### src/rtl/dmem_arbiter.sv
// dmem_arbiter: two-port fixed-priority arbiter/sequencer in front of the single-port Data_Memory.
// Port 0 (MEM stage) has priority. An anti-starvation counter forces a port-1 grant after MAX_CONSEC port-0 wins.
// Optional macro DMEM_ALIGN_CHECK_EN: when it is defined, a misaligned access skips the memory cycle and returns an error response.
module dmem_arbiter #(
  parameter int ADDR_W     = 64,
  parameter int DATA_W     = 64,
  parameter int MAX_CONSEC = 4
) (
  input  logic              clk,
  input  logic              reset_n,
  input  logic              req0_valid_i,
  input  logic              req0_write_i,
  input  logic [ADDR_W-1:0] req0_addr_i,
  input  logic [DATA_W-1:0] req0_wdata_i,
  output logic              req0_ready_o,
  input  logic              req1_valid_i,
  input  logic              req1_write_i,
  input  logic [ADDR_W-1:0] req1_addr_i,
  input  logic [DATA_W-1:0] req1_wdata_i,
  output logic              req1_ready_o,
  output logic              resp0_valid_o,
  output logic [DATA_W-1:0] resp0_rdata_o,
  output logic              resp0_err_o,
  output logic              resp1_valid_o,
  output logic [DATA_W-1:0] resp1_rdata_o,
  output logic              resp1_err_o,
  output logic              mem_MemWrite_o,
  output logic              mem_MemRead_o,
  output logic [ADDR_W-1:0] mem_addr_o,
  output logic [DATA_W-1:0] mem_write_data_o,
  input  logic [DATA_W-1:0] mem_read_data_i
);
`ifdef DMEM_ALIGN_CHECK_EN
  localparam logic ALIGN_EN = 1'b1;
`else
  localparam logic ALIGN_EN = 1'b0;
`endif
  localparam int CW = $clog2(MAX_CONSEC + 1);
  typedef enum logic {IDLE, BUSY} state_t;
  state_t            state_q;
  logic [CW-1:0]     consec_q, consec_d;
  logic              write_q, owner_q, mis_q;
  logic [ADDR_W-1:0] addr_q;
  logic [DATA_W-1:0] wdata_q, rdata_q;
  logic              resp0_q, resp1_q, err_q;
  logic              pick1, grant, sel_write, sel_mis;
  logic [ADDR_W-1:0] sel_addr;
  logic [DATA_W-1:0] sel_wdata;
  // arbitration: port 1 wins when alone or when port 0 has used up its consecutive budget
  always_comb begin
    pick1     = req1_valid_i && (!req0_valid_i || consec_q == CW'(MAX_CONSEC));
    grant     = reset_n && state_q == IDLE && (req0_valid_i || req1_valid_i);
    sel_write = pick1 ? req1_write_i : req0_write_i;
    sel_addr  = pick1 ? req1_addr_i : req0_addr_i;
    sel_wdata = pick1 ? req1_wdata_i : req0_wdata_i;
    sel_mis   = ALIGN_EN && (sel_addr[2:0] != 3'b000);
    consec_d  = pick1 ? '0 : !req1_valid_i ? '0 :
                consec_q == CW'(MAX_CONSEC) ? consec_q : consec_q + 1'b1;
  end
  assign req0_ready_o     = grant && !pick1;
  assign req1_ready_o     = grant && pick1;
  assign mem_MemWrite_o   = reset_n && state_q == BUSY && write_q && !mis_q;
  assign mem_MemRead_o    = reset_n && state_q == BUSY && !write_q && !mis_q;
  assign mem_addr_o       = addr_q;
  assign mem_write_data_o = wdata_q;
  assign resp0_valid_o    = resp0_q;
  assign resp1_valid_o    = resp1_q;
  assign resp0_rdata_o    = resp0_q ? rdata_q : '0;
  assign resp1_rdata_o    = resp1_q ? rdata_q : '0;
  assign resp0_err_o      = resp0_q && err_q;
  assign resp1_err_o      = resp1_q && err_q;
  // IDLE/BUSY sequencer: latch the winner, run one memory cycle, then pulse the owner's response
  always_ff @(posedge clk) begin
    if (!reset_n) begin
      state_q  <= IDLE;
      consec_q <= '0;
      write_q  <= 1'b0;
      owner_q  <= 1'b0;
      mis_q    <= 1'b0;
      addr_q   <= '0;
      wdata_q  <= '0;
      rdata_q  <= '0;
      resp0_q  <= 1'b0;
      resp1_q  <= 1'b0;
      err_q    <= 1'b0;
    end else begin
      resp0_q <= state_q == BUSY && !owner_q;
      resp1_q <= state_q == BUSY && owner_q;
      err_q   <= state_q == BUSY && mis_q;
      rdata_q <= (state_q == BUSY && !write_q && !mis_q) ? mem_read_data_i : '0;
      if (grant) begin
        state_q  <= BUSY;
        consec_q <= consec_d;
        write_q  <= sel_write;
        owner_q  <= pick1;
        mis_q    <= sel_mis;
        addr_q   <= sel_addr;
        wdata_q  <= sel_wdata;
      end else if (state_q == BUSY) begin
        state_q <= IDLE;
      end
    end
  end
endmodule

### config.mk
export PLATFORM = sky130hd
export DESIGN_NAME = dmem_arbiter
export DESIGN_NICKNAME = d
export VERILOG_FILES = /design/src/rtl/dmem_arbiter.sv
export SDC_FILE = /design/constraint.sdc
export NUM_CORES = 1
export LEC_CHECK = 0
export ABC_AREA = 1
export CAP_MARGIN = 20
export CORE_AREA = 2 2 233 235
export DETAILED_ROUTE_END_ITERATION = 7
export DIE_AREA = 0 0 235 237
export PLACE_DENSITY = 0.46
export SLEW_MARGIN = 20
export SYNTH_ARGS = -nofsm -noshare
export SYNTH_HDL_FRONTEND = slang
export SYNTH_SLANG_ARGS = --single-unit
### constraint.sdc
create_clock -name clk -period 2.6 [get_ports clk]
set_clock_uncertainty 0.1 [all_clocks]
set_input_delay 0.78 -clock clk [delete_from_list [all_inputs] [get_ports clk]]
set_output_delay 0.78 -clock clk [all_outputs]
set_load 0.01 [all_outputs]
# ---- Word-level counts from Yosys, hierarchy flattened
# Index checks and enable logic that the tools add are counted.
# W data, S select, Z words.
dict set report word_totals {
  regBits 200
  out_inout_bits 264
  wordCells 41
  in_bits 326
}
dict set report classes {
  n_eq_ne 2
  muxes 9
  n_bitwise 1
  addsub 1
  n_reduce_logical 19
}
# operator count
set op_table {}
lappend op_table {{$mux W64} 4}
lappend op_table {{$logic_and A1 B1 Y1} 11}
lappend op_table {{$mux W3} 3}
lappend op_table {{$logic_not A1 Y1} 4}
lappend op_table {{$reduce_and A2 Y1} 2}
lappend op_table {{$add A3 B1 Y3 const B} 1}
lappend op_table {{$eq A3 B3 Y1 const B} 1}
lappend op_table {{$ne A3 B3 Y1 const B} 1}
lappend op_table {{$logic_or A1 B1 Y1} 2}
lappend op_table {{$mux W1} 2}
lappend op_table {{$not A1 Y1} 1}

# ---- Depth between registers and ports, before layout
dict set report logic_depth {
  depth_word 5
  mapped_depth 11
  mapped_depth_nobuf 9
}

# ---- Least setup slack after synthesis
# OpenSTA, ideal clock, no wires.
dict set report synth_timing {
  path_type {input -> output}
  from {input req1_valid_i}
  to {output req1_ready_o}
  cell_stages 5
  path_buffers 3
  t_arrival_ps 1624
  required_time_ps 1720
  path_slack_ps 96
  cell_sequence {buf_2 buf_2 clkbuf_1 nand3_1 inv_1}
}
dict set report synth_between {
  elab_chain_len 3
  word_cells_on_any_way 4
  classes_between {4 x reduce/logical}
}
# element line_no
set synth_rtl {}
lappend synth_rtl {{start, declared} 16} ;# input logic req1_valid_i,
lappend synth_rtl {{$logic_or A1 B1 Y1} 52} ;# grant = reset_n && state_q == IDLE && (req0_valid_i || req1_valid_i);
lappend synth_rtl {{$logic_and A1 B1 Y1} 52}
lappend synth_rtl {{$logic_and A1 B1 Y1 *} 61} ;# assign req1_ready_o = grant && pick1;
lappend synth_rtl {{end, declared} 20} ;# output logic req1_ready_o,
# Every way passes the cells marked *; elsewhere a longest branch is shown, timed or not.

# ---- Worst setup path in the final report
dict set report layout_timing {
  from {register resp0_q, in the netlist resp0_valid_o}
  to {output resp0_rdata_o[25]}
}
dict set report layout_between {
  elab_chain_len 1
}
# element line_no
set layout_rtl {}
lappend layout_rtl {{start, declared} 45} ;# logic resp0_q, resp1_q, err_q;
lappend layout_rtl {{start signal, assigned} 87} ;# resp0_q <= state_q == BUSY && !owner_q;
lappend layout_rtl {{$mux W64} 68} ;# assign resp0_rdata_o = resp0_q ? rdata_q : '0;
lappend layout_rtl {{end, declared} 22} ;# output logic [DATA_W-1:0] resp0_rdata_o,
# No other way between the ends.

==> impl_table.tex <==
\begin{tabular}{lr}
\hline
Metric & Value \\
\hline
\multicolumn{2}{l}{\textbf{Route}} \\
\quad WL final & around 48000 um \\
\quad Detailed router's first-iteration violation count & around 470 \\
\quad Vias per inst & between 4 and 5 \\
\quad Detailed-route DRC error count & 0 \\
\quad Number of nets still failing antenna checks after routing & 0 \\
\quad Via count of the routed design & 11.7k \\
\quad TritonRoute pass-1 iters & 5 \\
\quad Avg WL per Cell & between 15 and 20 um \\
\multicolumn{2}{l}{\textbf{Power}} \\
\quad Register share of total power & a little over two fifths \\
\quad Switching power as a share of total power & between 20\% and 30\% \\
\quad P\_leak & between 9 and 10 nW \\
\quad Total Power & 7.74 mW \\
\quad Part of the total power dissipated in combinational logic & 22.8\% \\
\quad Net switching power & 2.32 mW \\
\quad Clock network fraction of total power & between 30\% and 40\% \\
\quad Worst vdd rail ir drop & 0.397 mV \\
\quad Internal Dissipation & approximately 5.4 mW \\
\quad PwrDens & about 460 nW/um2 \\
\multicolumn{2}{l}{\textbf{Worst setup path}} \\
\quad Cell at the slowest stage of the critical path & sky130\_fd\_sc\_hd\_\_dfxtp\_4 \\
\quad Sort of element at the start of the critical path & register \\
\quad Worst r2r path cells & 11 \\
\quad Type of the setup path with the least slack & register to primary output \\
\quad Capture point of the worst reg-to-reg path & mem\_addr\_o[7] \\
\quad Launching element of the worst setup path & resp0\_valid\_o \\
\quad CP Capture Point & resp0\_rdata\_o[25] \\
\quad Required @ worst endpoint & approximately 1.7 ns \\
\quad Crit-path cells & buf\_12, bufbuf\_16, nand2\_1, inv\_1, dlygate4sd2\_1 \\
\quad Data arrival at the endpoint of the critical path & approximately 1.6 ns \\
\quad Largest incremental delay on the critical path & 0.37 ns \\
\quad CP Capture Type & primary output \\
\quad Startpoint of the lowest-slack register-to-register path & consec\_q[1] \\
\quad Maximum fanout along the worst path & 12 \\
\quad Slack of the worst reg-to-reg path & about 0.24 ns \\
\multicolumn{2}{l}{\textbf{Placed design}} \\
\quad Port Buffer Count & 587 \\
\quad Post-DP HPWL & around 34000 um \\
\quad Number of placed instances with taps included & around 2.7k \\
\quad Placer Congestion & about 0.8 \\
\multicolumn{2}{l}{\textbf{Floorplan}} \\
\quad I/O pin count & 590 \\
\quad Full die area & 55700 um2 \\
\quad Cell row count & 85 \\
\quad Core area & $\sim$53000 um2 \\
\quad Height of the die & about 240 um \\
\quad Initial Utilization & approximately 18\% \\
\quad Overall die width & between 200 and 250 um \\
\multicolumn{2}{l}{\textbf{Finish}} \\
\quad Commonest non-fill, non-tap cells in the layout & sky130\_fd\_sc\_hd\_\_clkdlybuf4s50\_1, sky130\_fd\_sc\_hd\_\_nand2\_1, sky130\_fd\_sc\_hd\_\_inv\_1, sky130\_fd\_sc\_hd\_\_nand3\_1, sky130\_fd\_sc\_hd\_\_dfxtp\_1 \\
\quad Most common cell after layout, fill and taps aside & sky130\_fd\_sc\_hd\_\_clkdlybuf4s50\_1 \\
\quad Post-synthesis to final-layout area growth & 73.2\% \\
\quad Filler Cells Inserted & 5870 \\
\quad Fraction of layout instances using a drive strength above 1 & under 10\% \\
\quad Post-route non-filler standard cell count & approximately 2.8k \\
\quad Nets@finish & 2384 \\
\quad Finished Core Util & 31.9\% \\
\multicolumn{2}{l}{\textbf{Logic synthesis}} \\
\quad Cell types occupying the most area after synthesis & sky130\_fd\_sc\_hd\_\_dfxtp\_1, sky130\_fd\_sc\_hd\_\_nand2\_1, sky130\_fd\_sc\_hd\_\_nand3\_1 \\
\quad Post-synth design cell area & 9810 um2 \\
\quad Number of instances in the synthesized netlist & between 1.5k and 2k \\
\quad Average size of a mapped cell & $\sim$6.4 um2 \\
\quad Number of synthesized register bits & 200 \\
\quad Cell variety after synth & 21 \\
\quad Most used flip-flop cell after synthesis & sky130\_fd\_sc\_hd\_\_dfxtp\_1 \\
\quad Yosys top cell by area & sky130\_fd\_sc\_hd\_\_dfxtp\_1 \\
\quad Area share of the largest cell type after synthesis & $\sim$40\% \\
\quad Proportion of register bits with asynchronous set or reset after synthesis & 0\% \\
\quad Portion of the post-synthesis area used by sequential elements & 40.8\% \\
\quad Number of warnings printed during yosys synthesis & 0 \\
\quad Count of flip-flops with a built-in enable after synthesis & 0 \\
\multicolumn{2}{l}{\textbf{Clock network}} \\
\quad Root buf cell & sky130\_fd\_sc\_hd\_\_clkbuf\_16 \\
\quad Clock Sinks & 200 \\
\quad Clock Tree Buf Depth & 2 \\
\quad Clock tree from TritonCTS & yes \\
\quad Worst-skew pair later-pin latency & roughly 0.48 ns \\
\quad Max H-tree Level & 4 \\
\quad Inserted Clock Buffers & 17 \\
\quad Clock-pin slew reported for the worst setup and hold paths after clock tree synthesis & about 0.07 ns \\
\multicolumn{2}{l}{\textbf{Global routing}} \\
\quad First-pass GRT wire length & 72200 um \\
\quad Antenna violations before repair & 2 \\
\quad Pin count of the biggest net entering global routing & 99 \\
\quad Number of global-route vias before repair & around 11k \\
\quad Overflow left after global routing & 0 \\
\quad Aggregate global-route resource usage & $\sim$17\% \\
\multicolumn{2}{l}{\textbf{Timing}} \\
\quad Final slew viol count & 0 \\
\quad Highest clock frequency the design can meet & about 400 MHz \\
\quad Final hold viol count & 0 \\
\quad Final-layout worst hold slack & roughly 0.32 ns \\
\quad Period utilization & 96.6\% \\
\quad Unrepaired setup endpoints after global routing & no \\
\quad Slew headroom & between 30\% and 40\% \\
\quad Worst Tran Pin Value & $\sim$1 ns \\
\quad Crit path time final & 2.51 ns \\
\quad Endpoints failing setup & 0 \\
\multicolumn{2}{l}{\textbf{Hold path}} \\
\quad Hold crit path type & register to register \\
\multicolumn{2}{l}{\textbf{Run}} \\
\quad Max-cap viol count & 0 \\
\multicolumn{2}{l}{\textbf{Run status}} \\
\quad Status & completed \\
\hline
\end{tabular}
-- power groups by stage --
stage | clock, mW | combinational (mW) | sequential [mW]
2_1_floorplan | 0 | 0.647 | 3.45
3_3_place_gp | 0 | 1.76 | 3.40
3_5_place_dp | 0 | 1.76 | 3.40
4_1_cts | 2.79 | 1.79 | 3.33
5_1_grt | 2.89 | 1.92 | 3.35
6_report | 2.65 | 1.76 | 3.33
-- final cells by class --
type                       count  area, um2  area share [%]
clock buffer                  18        429            2.53
sequential                   200       4010            23.6
inverter                     332       1250            7.35
tap                          696        871            5.13
antenna                        2       5.00          0.0295
timing repair buffer         636       6330            37.3
multi-input combinational    869       3980            23.4
clock inverter                14        115           0.677
-- logic make-up after synthesis --
group,count (synthesis),share of synthesized area [%]
compound gates,4,0.230
other cells,1,0.0382
buf+inv,454,18.9
flops,200,40.8
simple gates,861,39.7
fa+ha+maj,2,0.255
-- per-stage QoR --
step | setup WS [ns] | cell area, um2 | setup TNS [ns]
after detailed placement | -0.617 | 16400 | -61.11
after floorplan | 0.0961 | 9820 | 0
final | 0.0886 | 17000 | 0
after CTS | 0.0120 | 17000 | 0
after global routing | 0.00142 | 17000 | 0
after global placement | -0.648 | 16400 | -61.08
-- synth_stat cells, types with 2 or more instances --
cell type / number
sky130_fd_sc_hd__buf_1: 12
sky130_fd_sc_hd__buf_6: 9
sky130_fd_sc_hd__a21oi_1: 2
sky130_fd_sc_hd__dfxtp_1: 200
sky130_fd_sc_hd__nor2_2: 2
sky130_fd_sc_hd__nor2_1: 72
sky130_fd_sc_hd__nand2_1: 395
sky130_fd_sc_hd__buf_4: 11
sky130_fd_sc_hd__nand4_1: 130
sky130_fd_sc_hd__nand3_1: 260
sky130_fd_sc_hd__inv_1: 328
sky130_fd_sc_hd__inv_2: 3
sky130_fd_sc_hd__clkbuf_1: 53
sky130_fd_sc_hd__ha_1: 2
sky130_fd_sc_hd__buf_2: 37
-- what timing repair did --
action / in CTS / in global routing
endpoints found under the setup margin: 175 / 53
hold buffers: 0 / 0
pin swaps: 0 / 0
resized for setup: 148 / 13
gates cloned: 4 / 0
buffers inserted: 3 / 0
-- layer usage --
| layer | part of all wire [%] | routed length (um) | GRT usage [%] |
|---|---|---|---|
| met4 | 1.6 | 765 | 4.76 |
| met1 | 42 | 20100 | 19.9 |
| met5 | 0.027 | 13 | 0 |
| met3 | 7.4 | 3570 | 5.62 |
| met2 | 49 | 23900 | 29.6 |
-- state kept, by name, indices dropped and copies added (netlist names) --
register / flops
mem_addr_o: 64
mem_write_data_o: 64
rdata_q: 64
consec_q: 3
owner_q: 1
resp0_valid_o: 1
resp1_valid_o: 1
state_q: 1
write_q: 1
-- worst min-delay path by stage --
stage             from             to  slack, ns  depth (start not counted)
2_1_floorplan  owner_q  resp0_valid_o       0.29                          1
3_3_place_gp   owner_q  resp0_valid_o       0.29                          1
3_5_place_dp   owner_q  resp0_valid_o       0.30                          1
4_1_cts        owner_q  resp0_valid_o       0.31                          1
5_1_grt        owner_q  resp0_valid_o       0.34                          1
6_report       owner_q  resp0_valid_o       0.32                          1
-- worst max-delay path: cells and delay by family (launching register included) --
family                 cells  cell delay, ns
DFF                        1            0.37
buffers and inverters      4            0.72
and+or+nand+nor            1            0.06
Note: power is estimated with default switching activity, not from simulation.
